`src/rtl/flow_sched_pkg.sv`:
```
// Shared types and width helpers for the channel flow scheduler.
package flow_sched_pkg;

    // Sequencer phases for one dosing transaction.
    typedef enum logic [1:0] {
        ST_IDLE  = 2'd0,
        ST_DOSE  = 2'd1,
        ST_FLUSH = 2'd2,
        ST_GAP   = 2'd3
    } state_t;

    // Storage widths of a tracked plug; the live widths (SRC_W, CNT_W)
    // must not exceed these and occupy the low bits.
    localparam int PLUG_SRC_W = 8;
    localparam int PLUG_CNT_W = 32;

    typedef struct packed {
        logic [PLUG_SRC_W-1:0] src;
        logic [PLUG_CNT_W-1:0] countdown;
    } plug_t;

    // Source id width: at least one bit even for two sources.
    function automatic int src_width(input int n);
        return (n > 2) ? $clog2(n) : 1;
    endfunction

    // Width needed to hold a count from 0 to m inclusive.
    function automatic int occ_width(input int m);
        return (m > 1) ? $clog2(m + 1) : 1;
    endfunction

    // Smallest counter width able to hold the given cycle count.
    function automatic int cnt_width(input int max_cycles);
        return (max_cycles > 1) ? $clog2(max_cycles + 1) : 1;
    endfunction

endpackage

```
`src/rtl/channel_flow_scheduler_plug_tracker.sv`:
```
// In-order FIFO of dosed plugs, each counting down its channel transit.
// The head raises out_valid in the cycle its countdown reads zero and is
// popped on the closing edge of that cycle.
module plug_tracker
    import flow_sched_pkg::*;
#(
    parameter int DEPTH          = 4,
    parameter int SRC_W          = 2,
    parameter int CNT_W          = 16,
    parameter int TRANSIT_CYCLES = 40
) (
    input  logic             clk,
    input  logic             rst,
    input  logic             push,
    input  logic [SRC_W-1:0] push_src,
    output logic             out_valid,
    output logic [SRC_W-1:0] out_src
);

    localparam int PTR_W = (DEPTH > 1) ? $clog2(DEPTH) : 1;
    localparam int OCC_W = occ_width(DEPTH);
    // The pushed entry is already one cycle into its transit when first
    // visible, so it is loaded one short: zero is reached exactly
    // TRANSIT_CYCLES cycles after the pushing (last flush) cycle.
    localparam logic [CNT_W-1:0] TRANSIT_LOAD = CNT_W'(TRANSIT_CYCLES - 1);

    plug_t            mem     [DEPTH];
    plug_t            mem_nxt [DEPTH];
    plug_t            head_nxt;
    logic [PTR_W-1:0] rd_ptr, wr_ptr, rd_nxt, wr_nxt;
    logic [OCC_W-1:0] count, count_nxt;
    logic             pop;
    logic             valid_nxt;

    function automatic logic [PTR_W-1:0] ptr_inc(input logic [PTR_W-1:0] p);
        if (p == PTR_W'(DEPTH - 1)) return '0;
        return p + PTR_W'(1);
    endfunction

    // The registered head-expiry flag is exactly the pop of this cycle.
    assign pop = out_valid;

    // Next FIFO contents: age every pending countdown, pop, then push.
    always_comb begin
        for (int i = 0; i < DEPTH; i++) begin
            mem_nxt[i] = mem[i];
            if (mem[i].countdown != '0)
                mem_nxt[i].countdown = mem[i].countdown - PLUG_CNT_W'(1);
        end
        rd_nxt = pop ? ptr_inc(rd_ptr) : rd_ptr;
        wr_nxt = wr_ptr;
        if (push) begin
            mem_nxt[wr_ptr].src       = PLUG_SRC_W'(push_src);
            mem_nxt[wr_ptr].countdown = PLUG_CNT_W'(TRANSIT_LOAD);
            wr_nxt                    = ptr_inc(wr_ptr);
        end
        count_nxt = count + OCC_W'(push) - OCC_W'(pop);
        head_nxt  = mem_nxt[rd_nxt];
        valid_nxt = (count_nxt != '0) && (head_nxt.countdown == '0);
    end

    // Slot payloads carry no reset; occupancy and pointers define liveness.
    always_ff @(posedge clk) begin
        mem <= mem_nxt;
    end

    // Occupancy, pointers and the registered arrival pulse.
    always_ff @(posedge clk) begin
        if (rst) begin
            rd_ptr    <= '0;
            wr_ptr    <= '0;
            count     <= '0;
            out_valid <= 1'b0;
            out_src   <= '0;
        end else begin
            rd_ptr    <= rd_nxt;
            wr_ptr    <= wr_nxt;
            count     <= count_nxt;
            out_valid <= valid_nxt;
            out_src   <= valid_nxt ? head_nxt.src[SRC_W-1:0] : '0;
        end
    end

    // Slots are reserved at grant time, so a push never finds the FIFO full.
    assert property (@(posedge clk) disable iff (rst)
        !(push && !pop && (count == OCC_W'(DEPTH))));

    // An arrival can only come from a live entry.
    assert property (@(posedge clk) disable iff (rst)
        !(pop && (count == '0)));

endmodule

```
`src/rtl/channel_flow_scheduler.sv`:
```
// Doses fluid from N_SRC reservoirs into one shared channel chain:
// round-robin grant, timed inlet dose, buffer flush, settling gap, and
// tracking of each plug until it reaches the outlet.
module channel_flow_scheduler
    import flow_sched_pkg::*;
#(
    parameter  int N_SRC          = 3,
    parameter  int DOSE_CYCLES    = 8,
    parameter  int FLUSH_CYCLES   = 4,
    parameter  int GAP_CYCLES     = 2,
    parameter  int TRANSIT_CYCLES = 40,
    parameter  int MAX_INFLIGHT   = 4,
    parameter  int CNT_W          = 16,
    localparam int SRC_W          = src_width(N_SRC),
    localparam int OCC_W          = occ_width(MAX_INFLIGHT)
) (
    input  logic             clk,
    input  logic             rst,
    input  logic             en,
    input  logic [N_SRC-1:0] req,
    output logic [N_SRC-1:0] inlet_valve,
    output logic             flush_valve,
    output logic             busy,
    output logic [SRC_W-1:0] grant_src,
    output logic [OCC_W-1:0] inflight,
    output logic             out_valid,
    output logic [SRC_W-1:0] out_src
);

    state_t           state;
    logic [CNT_W-1:0] cnt;
    logic [SRC_W-1:0] rr_ptr;
    logic [SRC_W-1:0] winner;
    logic             found;
    logic             grant;
    logic             push;
    int               idx;

    // Round-robin search: first requester at or after the pointer, wrapping.
    always_comb begin
        winner = rr_ptr;
        found  = 1'b0;
        idx    = 0;
        for (int k = 0; k < N_SRC; k++) begin
            idx = (int'(rr_ptr) + k) % N_SRC;
            if (!found && req[idx]) begin
                winner = SRC_W'(idx);
                found  = 1'b1;
            end
        end
    end

    // A slot is reserved at grant; an arrival this cycle does not free one yet.
    assign grant = (state == ST_IDLE) && en && found &&
                   (inflight < OCC_W'(MAX_INFLIGHT));

    // The plug enters the channel on the closing edge of the last flush cycle.
    assign push = (state == ST_FLUSH) && (cnt == CNT_W'(FLUSH_CYCLES - 1));

    // Dose sequencer with registered valve and busy outputs.
    always_ff @(posedge clk) begin
        if (rst) begin
            state       <= ST_IDLE;
            cnt         <= '0;
            rr_ptr      <= '0;
            grant_src   <= '0;
            inlet_valve <= '0;
            flush_valve <= 1'b0;
            busy        <= 1'b0;
        end else begin
            case (state)
                ST_IDLE: begin
                    if (grant) begin
                        state       <= ST_DOSE;
                        cnt         <= '0;
                        grant_src   <= winner;
                        rr_ptr      <= (int'(winner) == N_SRC - 1) ? '0 : winner + SRC_W'(1);
                        inlet_valve <= N_SRC'(1) << winner;
                        busy        <= 1'b1;
                    end
                end
                ST_DOSE: begin
                    if (cnt == CNT_W'(DOSE_CYCLES - 1)) begin
                        state       <= ST_FLUSH;
                        cnt         <= '0;
                        inlet_valve <= '0;
                        flush_valve <= 1'b1;
                    end else begin
                        cnt <= cnt + CNT_W'(1);
                    end
                end
                ST_FLUSH: begin
                    if (push) begin
                        flush_valve <= 1'b0;
                        cnt         <= '0;
                        if (GAP_CYCLES == 0) begin
                            state <= ST_IDLE;
                            busy  <= 1'b0;
                        end else begin
                            state <= ST_GAP;
                        end
                    end else begin
                        cnt <= cnt + CNT_W'(1);
                    end
                end
                ST_GAP: begin
                    if (cnt == CNT_W'(GAP_CYCLES - 1)) begin
                        state <= ST_IDLE;
                        cnt   <= '0;
                        busy  <= 1'b0;
                    end else begin
                        cnt <= cnt + CNT_W'(1);
                    end
                end
                default: begin
                    state       <= ST_IDLE;
                    cnt         <= '0;
                    inlet_valve <= '0;
                    flush_valve <= 1'b0;
                    busy        <= 1'b0;
                end
            endcase
        end
    end

    // Slots held from grant until the plug's arrival pops it.
    always_ff @(posedge clk) begin
        if (rst) begin
            inflight <= '0;
        end else if (grant && !out_valid) begin
            inflight <= inflight + OCC_W'(1);
        end else if (!grant && out_valid) begin
            inflight <= inflight - OCC_W'(1);
        end
    end

    plug_tracker #(
        .DEPTH          (MAX_INFLIGHT),
        .SRC_W          (SRC_W),
        .CNT_W          (CNT_W),
        .TRANSIT_CYCLES (TRANSIT_CYCLES)
    ) u_tracker (
        .clk       (clk),
        .rst       (rst),
        .push      (push),
        .push_src  (grant_src),
        .out_valid (out_valid),
        .out_src   (out_src)
    );

    // The sequencer never opens an inlet and the flush valve together.
    assert property (@(posedge clk) disable iff (rst)
        !((inlet_valve != '0) && flush_valve));

endmodule

```
`config.mk`:
```
export PLATFORM = sky130hd
export DESIGN_NAME = channel_flow_scheduler
export DESIGN_NICKNAME = d
export VERILOG_FILES = /design/src/rtl/flow_sched_pkg.sv /design/src/rtl/channel_flow_scheduler_plug_tracker.sv /design/src/rtl/channel_flow_scheduler.sv
export SDC_FILE = /design/constraint.sdc
export NUM_CORES = 1
export LEC_CHECK = 0
export BUFFER_PORTS_ARGS = -buffer_cell sky130_fd_sc_hd__buf_2
export CORE_MARGIN = 3
export CORE_UTILIZATION = 40
export DETAILED_ROUTE_END_ITERATION = 6
export PLACE_DENSITY_LB_ADDON = 0.1
export SLEW_MARGIN = 10
export SYNTH_ARGS = -nofsm -noshare
export SYNTH_HDL_FRONTEND = slang
export SYNTH_HIERARCHICAL = 1
export SYNTH_SLANG_ARGS = --single-unit
export TNS_END_PERCENT = 1
```
`constraint.sdc`:
```
create_clock -name clk -period 6.8 [get_ports clk]
set_input_delay 1.36 -clock clk [delete_from_list [all_inputs] [get_ports clk]]
set_output_delay 1.36 -clock clk [all_outputs]
set_load 0.05 [all_outputs]
```
# Word-level counts from Yosys, hierarchy flattened
# Cells that the tools add are included.
[op_classes]
addsub = 14
n_div = 3
magnitude_cmp = 7
eq_ne = 13
shift = 1
muxes = 59
bitwise_logic = 3
n_reduce_logical = 31
[op_table]
columns = ["operator", "n"]
rows = [
  ["$bwmux W160", 2],
  ["$demux W40 S2", 2],
  ["$mux W160", 1],
  ["$mux W32", 5],
  ["$reduce_bool A32 Y1", 4],
  ["$sub A32 B1 Y32 const B", 4],
  ["$lt A32 B4 Y1 const B", 3],
  ["$bmux W40 S2", 1],
  ["$mux W34", 2],
  ["$mod A32 B3 Y32 const B", 2],
  ["$mux W16", 4],
  ["$pmux W16 S4", 1],
  ["$mux W40", 1],
  ["$logic_not A32 Y1", 1],
  ["$mod A3 B3 Y32 const B", 1],
  ["$mux W2", 13],
  ["$add A16 B1 Y16 const B", 1],
  ["$eq A16 B1 Y1 const B", 1],
  ["$eq A16 B2 Y1 const B", 1],
  ["$eq A16 B3 Y1 const B", 1],
  ["$mux W1", 16],
  ["$mux W3", 4],
  ["$eq A2 B2 Y1 const B", 5],
  ["$logic_and A1 B1 Y1", 10],
  ["28 further kinds", 45],
]
[word_totals]
regBits = 200
inputBits = 6
output_inout_bits = 13
word_cells = 152

# Logic depth before layout (Yosys ltp)
[logic_depth]
word_depth = 17
ltp_mapped = 16
ltp_nobuf = 13

# Hierarchy
# Netlist, hierarchy kept.
[modules_own_cells]
columns = ["mod", "instances", "cells_per_inst", "area_per_inst_um2", "seq_area_each_um2"]
rows = [
  ["plug_tracker", 1, 988, 8175.3, 2922.8],
  ["channel_flow_scheduler", 1, 215, 1780.5, 600.6],
]

# Least setup slack after synthesis
# No wires, ideal clock.
[synth_path]
kind = "input to register"
startpoint = "in req[2]"
endpoint = "reg inflight[2]"
setup_time_ns = 0.071
arrival_time_ns = 3.455
t_required_ns = 6.729
path_slack_ns = 3.275
cell_stages = 12
n_path_buf = 1
cell_sequence = "mux2i_1 -> o2bb2ai_2 -> nor3_1 -> or3_1 -> buf_6 -> inv_1 -> ha_1 -> inv_1 -> fa_1 -> xor2_1 -> or3_1 -> a21oi_1"
[synth_between]
elab_chain_len = 15
elab_cells_between_ends = 23
classes_between = "mux: 13; reduce/logical: 10"
[synth_lines]
columns = ["item", "line_no", "text"]
rows = [
  ["start, declared", "channel_flow_scheduler.sv:20", "input logic [N_SRC-1:0] req,"],
  ["$bmux W1 S2", "channel_flow_scheduler.sv:46", "if (!found && req[idx]) begin"],
  ["$mux W1 (implied by the code) (2 in a row)", "channel_flow_scheduler.sv:46", ""],
  ["$mux W1", "channel_flow_scheduler.sv:46", ""],
  ["$logic_not A1 Y1", "channel_flow_scheduler.sv:46", ""],
  ["$logic_and A1 B1 Y1", "channel_flow_scheduler.sv:46", ""],
  ["$mux W1", "channel_flow_scheduler.sv:46", ""],
  ["$logic_not A1 Y1", "channel_flow_scheduler.sv:46", ""],
  ["$logic_and A1 B1 Y1", "channel_flow_scheduler.sv:46", ""],
  ["$mux W1 *", "channel_flow_scheduler.sv:46", ""],
  ["$logic_and A1 B1 Y1 * (2 in a row)", "channel_flow_scheduler.sv:54", "assign grant = (state == ST_IDLE) && en && found &&"],
  ["$logic_not A1 Y1", "channel_flow_scheduler.sv:132", "end else if (!grant && out_valid) begin"],
  ["$logic_and A1 B1 Y1", "channel_flow_scheduler.sv:132", ""],
  ["$reduce_bool A2 Y1 (no source line)", "-", ""],
  ["end signal, assigned", "channel_flow_scheduler.sv:131", "inflight <= inflight + OCC_W'(1);"],
  ["end signal, assigned", "channel_flow_scheduler.sv:133", "inflight <= inflight - OCC_W'(1);"],
  ["end, declared", "channel_flow_scheduler.sv:25", "output logic [OCC_W-1:0] inflight,"],
]
# Mark *: on every way between the ends. The rest lies on a longest branch, timed or not. The select of a mux whose other input is x is not followed.
# A chain may end at the register's enable or synchronous reset.

==> results.toml <==
[outcome]
status = "finished clean"

[worst_setup_path]
arrival_ps = 4540
r2r-start = "cnt[3]$_SDFFE_PP0P_"
crit_type = "flip-flop to flip-flop"
startpoint = "cnt[3]$_SDFFE_PP0P_"
start_kind = "flip-flop"
cp_max_fo = 17
cpMaxStageDelayCell = "and2_1"
cp-end-kind = "flip-flop"
max_stage_delay_ps = 640
crit_required_ps = 7120
path_cells = "nor4_1, and4_1, nand3_1, nor2_1, and2_1, buf_4, nor2_1, a41o_1, o21ba_2, nand4b_1, a2111oi_2, a41oi_2, a2111oi_2"

[finish]
insertedDiodeCount = 0
drive_gt1_share_pct = 9.97
fin_nets = 1235
layout_common_cells = "180 x nor2_1, 176 x dfxtp_1, 104 x nand2_1"
area_delta_synth_final_pct = 9.26
layout_commonest_cell = "nor2_1"

[sta]
timing.final.crit_period_ps = 4210
finalCritPeriodShare_pct = 61.9
timing.final.max_slew_violations = 0
finalSetupViolCount = 0
fin_skew_ps = 12.3
rsz0062_at_grt = "false"
timing.setup.tns_ps = 0
hold_viol_final = 0
max_freq_mhz = 237
slew_headroom_pct = 24.5
setup_ws_ps = 2590
worst_pin_slew_ps = 1120

[drt]
drc = 0
routed.top_layer = "met4"
wl_met1_mm = 12.3
vias = 8480
postRouteAntennaNets = 0
dr_wl_met2_mm = 11.9
vias_per_cell = 5.51
drtIter0Drc = 469
wl_met3_um = 679
totalWireLength_mm = 25.2
dr.pass1.iters = 4
post_drt_wl_per_cell_um = 16.4

[floorplan]
io_pins = 19
core-area_um2 = 24400
start_util_pct = 40.8
die_w_um = 164
die-area_um2 = 26800
core.rowCount = 57
fp.dieH_um = 164

[run]
drv_cap = 0

[pwr]
p_leak_nw = 3.67
p_per_area_nw_per_um2 = 267
total_power_w = 0.00290
vdd_drop_max_mv = 0.234

[logic_synthesis]
synth_edf_count = 0
synth_area_um2 = 9960
asyncSetResetFlopFracSynth_pct = 0
syn-num-nets = 1237
synth_cells = 1203
synth_warnings = 6
ys.flop_type = "dfxtp_1"
synth.distinct_cells = 94
avgSynthCellArea_um2 = 8.28
yosysSeqAreaShare_pct = 35.4
ys_ff_latch = 176

[global_routing]
antenna_found_initial = 0
grt_max_degree = 35
grt_pass1_vias = 8102
overflow = 0
grt.total_usage_pct = 19.2
grt_pass1_wl_mm = 41.6

[cts]
cts_sinks = 176
clock-root-buffer = "clkbuf_16"
post_cts_resized = 0
holdBufCountCts = 0
cts.path.max_buffers = 2
clk_pin_slew_ps = 70
cts_tree = "yes"
clock_latency_ps = 430
cts_buffers = 17
post-cts-setup-buffers = 0
h-tree-depth = 4

[placement]
port_buffers = 18
dp_slack_ps = 2500
place.gp.congestion = 0.843
dpl.hpwl_mm = 18.5

[hold_path]
hold_class = "flip-flop to flip-flop"
hold_path.startpoint = "u_tracker/mem[33]$_DFF_P_"
[worst max-delay path: cells and delay by family, from the launching register on]
kind                   cells  cell delay [ps]
DFF                        1              370
AOI/OAI and AO/OA          5             1250
and+or+nand+nor            7             2140
buffers and inverters      1              340
[metrics by stage]
stage	area, um^2	utilization, %	hold slack (ps)	std cells
2_1_floorplan	9960	-	414	1203
3_3_place_gp	10300	42.3	433	1506
3_5_place_dp	10300	42.3	438	1506
4_1_cts	10900	44.6	455	1538
5_1_grt	10900	44.6	486	1538
6_report	10900	44.6	458	1538
[final timing paths]
| kind | endpoint | slack [ps] | depth (start not counted) |
|---|---|---|---|
| worst max-delay path | u_tracker/out_src[0]$_SDFF_PP0_ | 2590 | 13 |
| worst min-delay path | u_tracker/mem[33]$_DFF_P_ | 460 | 2 |
| worst max register to register | u_tracker/out_src[0]$_SDFF_PP0_ | 2590 | 13 |
| worst min register to register | u_tracker/mem[33]$_DFF_P_ | 460 | 2 |
[cells in the mapped netlist (all sizes together) (14+ instances only)]
library cell	instances	area share (%)
nor2	182	6.9
dfxtp	176	35
nand2	106	4.1
nor3	60	3.4
xnor2	59	5.2
a21oi	51	2.6
nor4	50	4.2
o21ai	43	2.2
inv	40	1.5
xor2	39	3.4
nand3	37	2.0
clkbuf	31	1.2
ha	26	3.3
nand4	26	1.8
or4	25	2.0
or3	24	1.6
buf	17	1.0
a31oi	15	0.94
mux2i	15	1.5
and2	14	0.88
[final cells by class]
type,instances,area [um^2]
Inverter,40,150
Multi-Input combinational cell,939,6070
Fill cell,2509,13500
Tap cell,324,405
Timing Repair Buffer,27,158
Clock buffer,19,443
Sequential cell,176,3520
Clock inverter,13,126
[sequential cells by signal, indices dropped and copies added (netlist names)]
name                 cells
cnt                     16
u_tracker/count          3
u_tracker/mem          136
flush_valve              1
inlet_valve              3
grant_src                2
inflight                 3
u_tracker/wr_ptr         2
u_tracker/out_valid      1
u_tracker/rd_ptr         2
rr_ptr                   2
busy                     1
state                    2
u_tracker/out_src        2
[per-layer routing]
layer / GRT usage [%] / vias to the layer above
li1: - / 4342
met1: 25.5 / 4002
met2: 32.5 / 115
met3: 3.03 / 21
met4: 5.00 / 0
met5: 0 / -
[power breakdown]
part	internal [W]	switching (W)	leakage, nW	total (W)
registers	0.00115	0.000160	1.43	0.00131
logic	0.000243	0.000387	1.97	0.000630
clock network	0.000522	0.000443	0.268	0.000964
[logic make-up after synthesis]
group,synth area share (%)
AOI/OAI and AO/OA,14.1
xor gates and xnor gates,8.62
adders and majority gates,3.67
buffers and inverters,3.69
DFF,35.4
muxes,1.73
and+or+nand+nor,32.8
No activity file was read; power rests on OpenSTA's default activity.
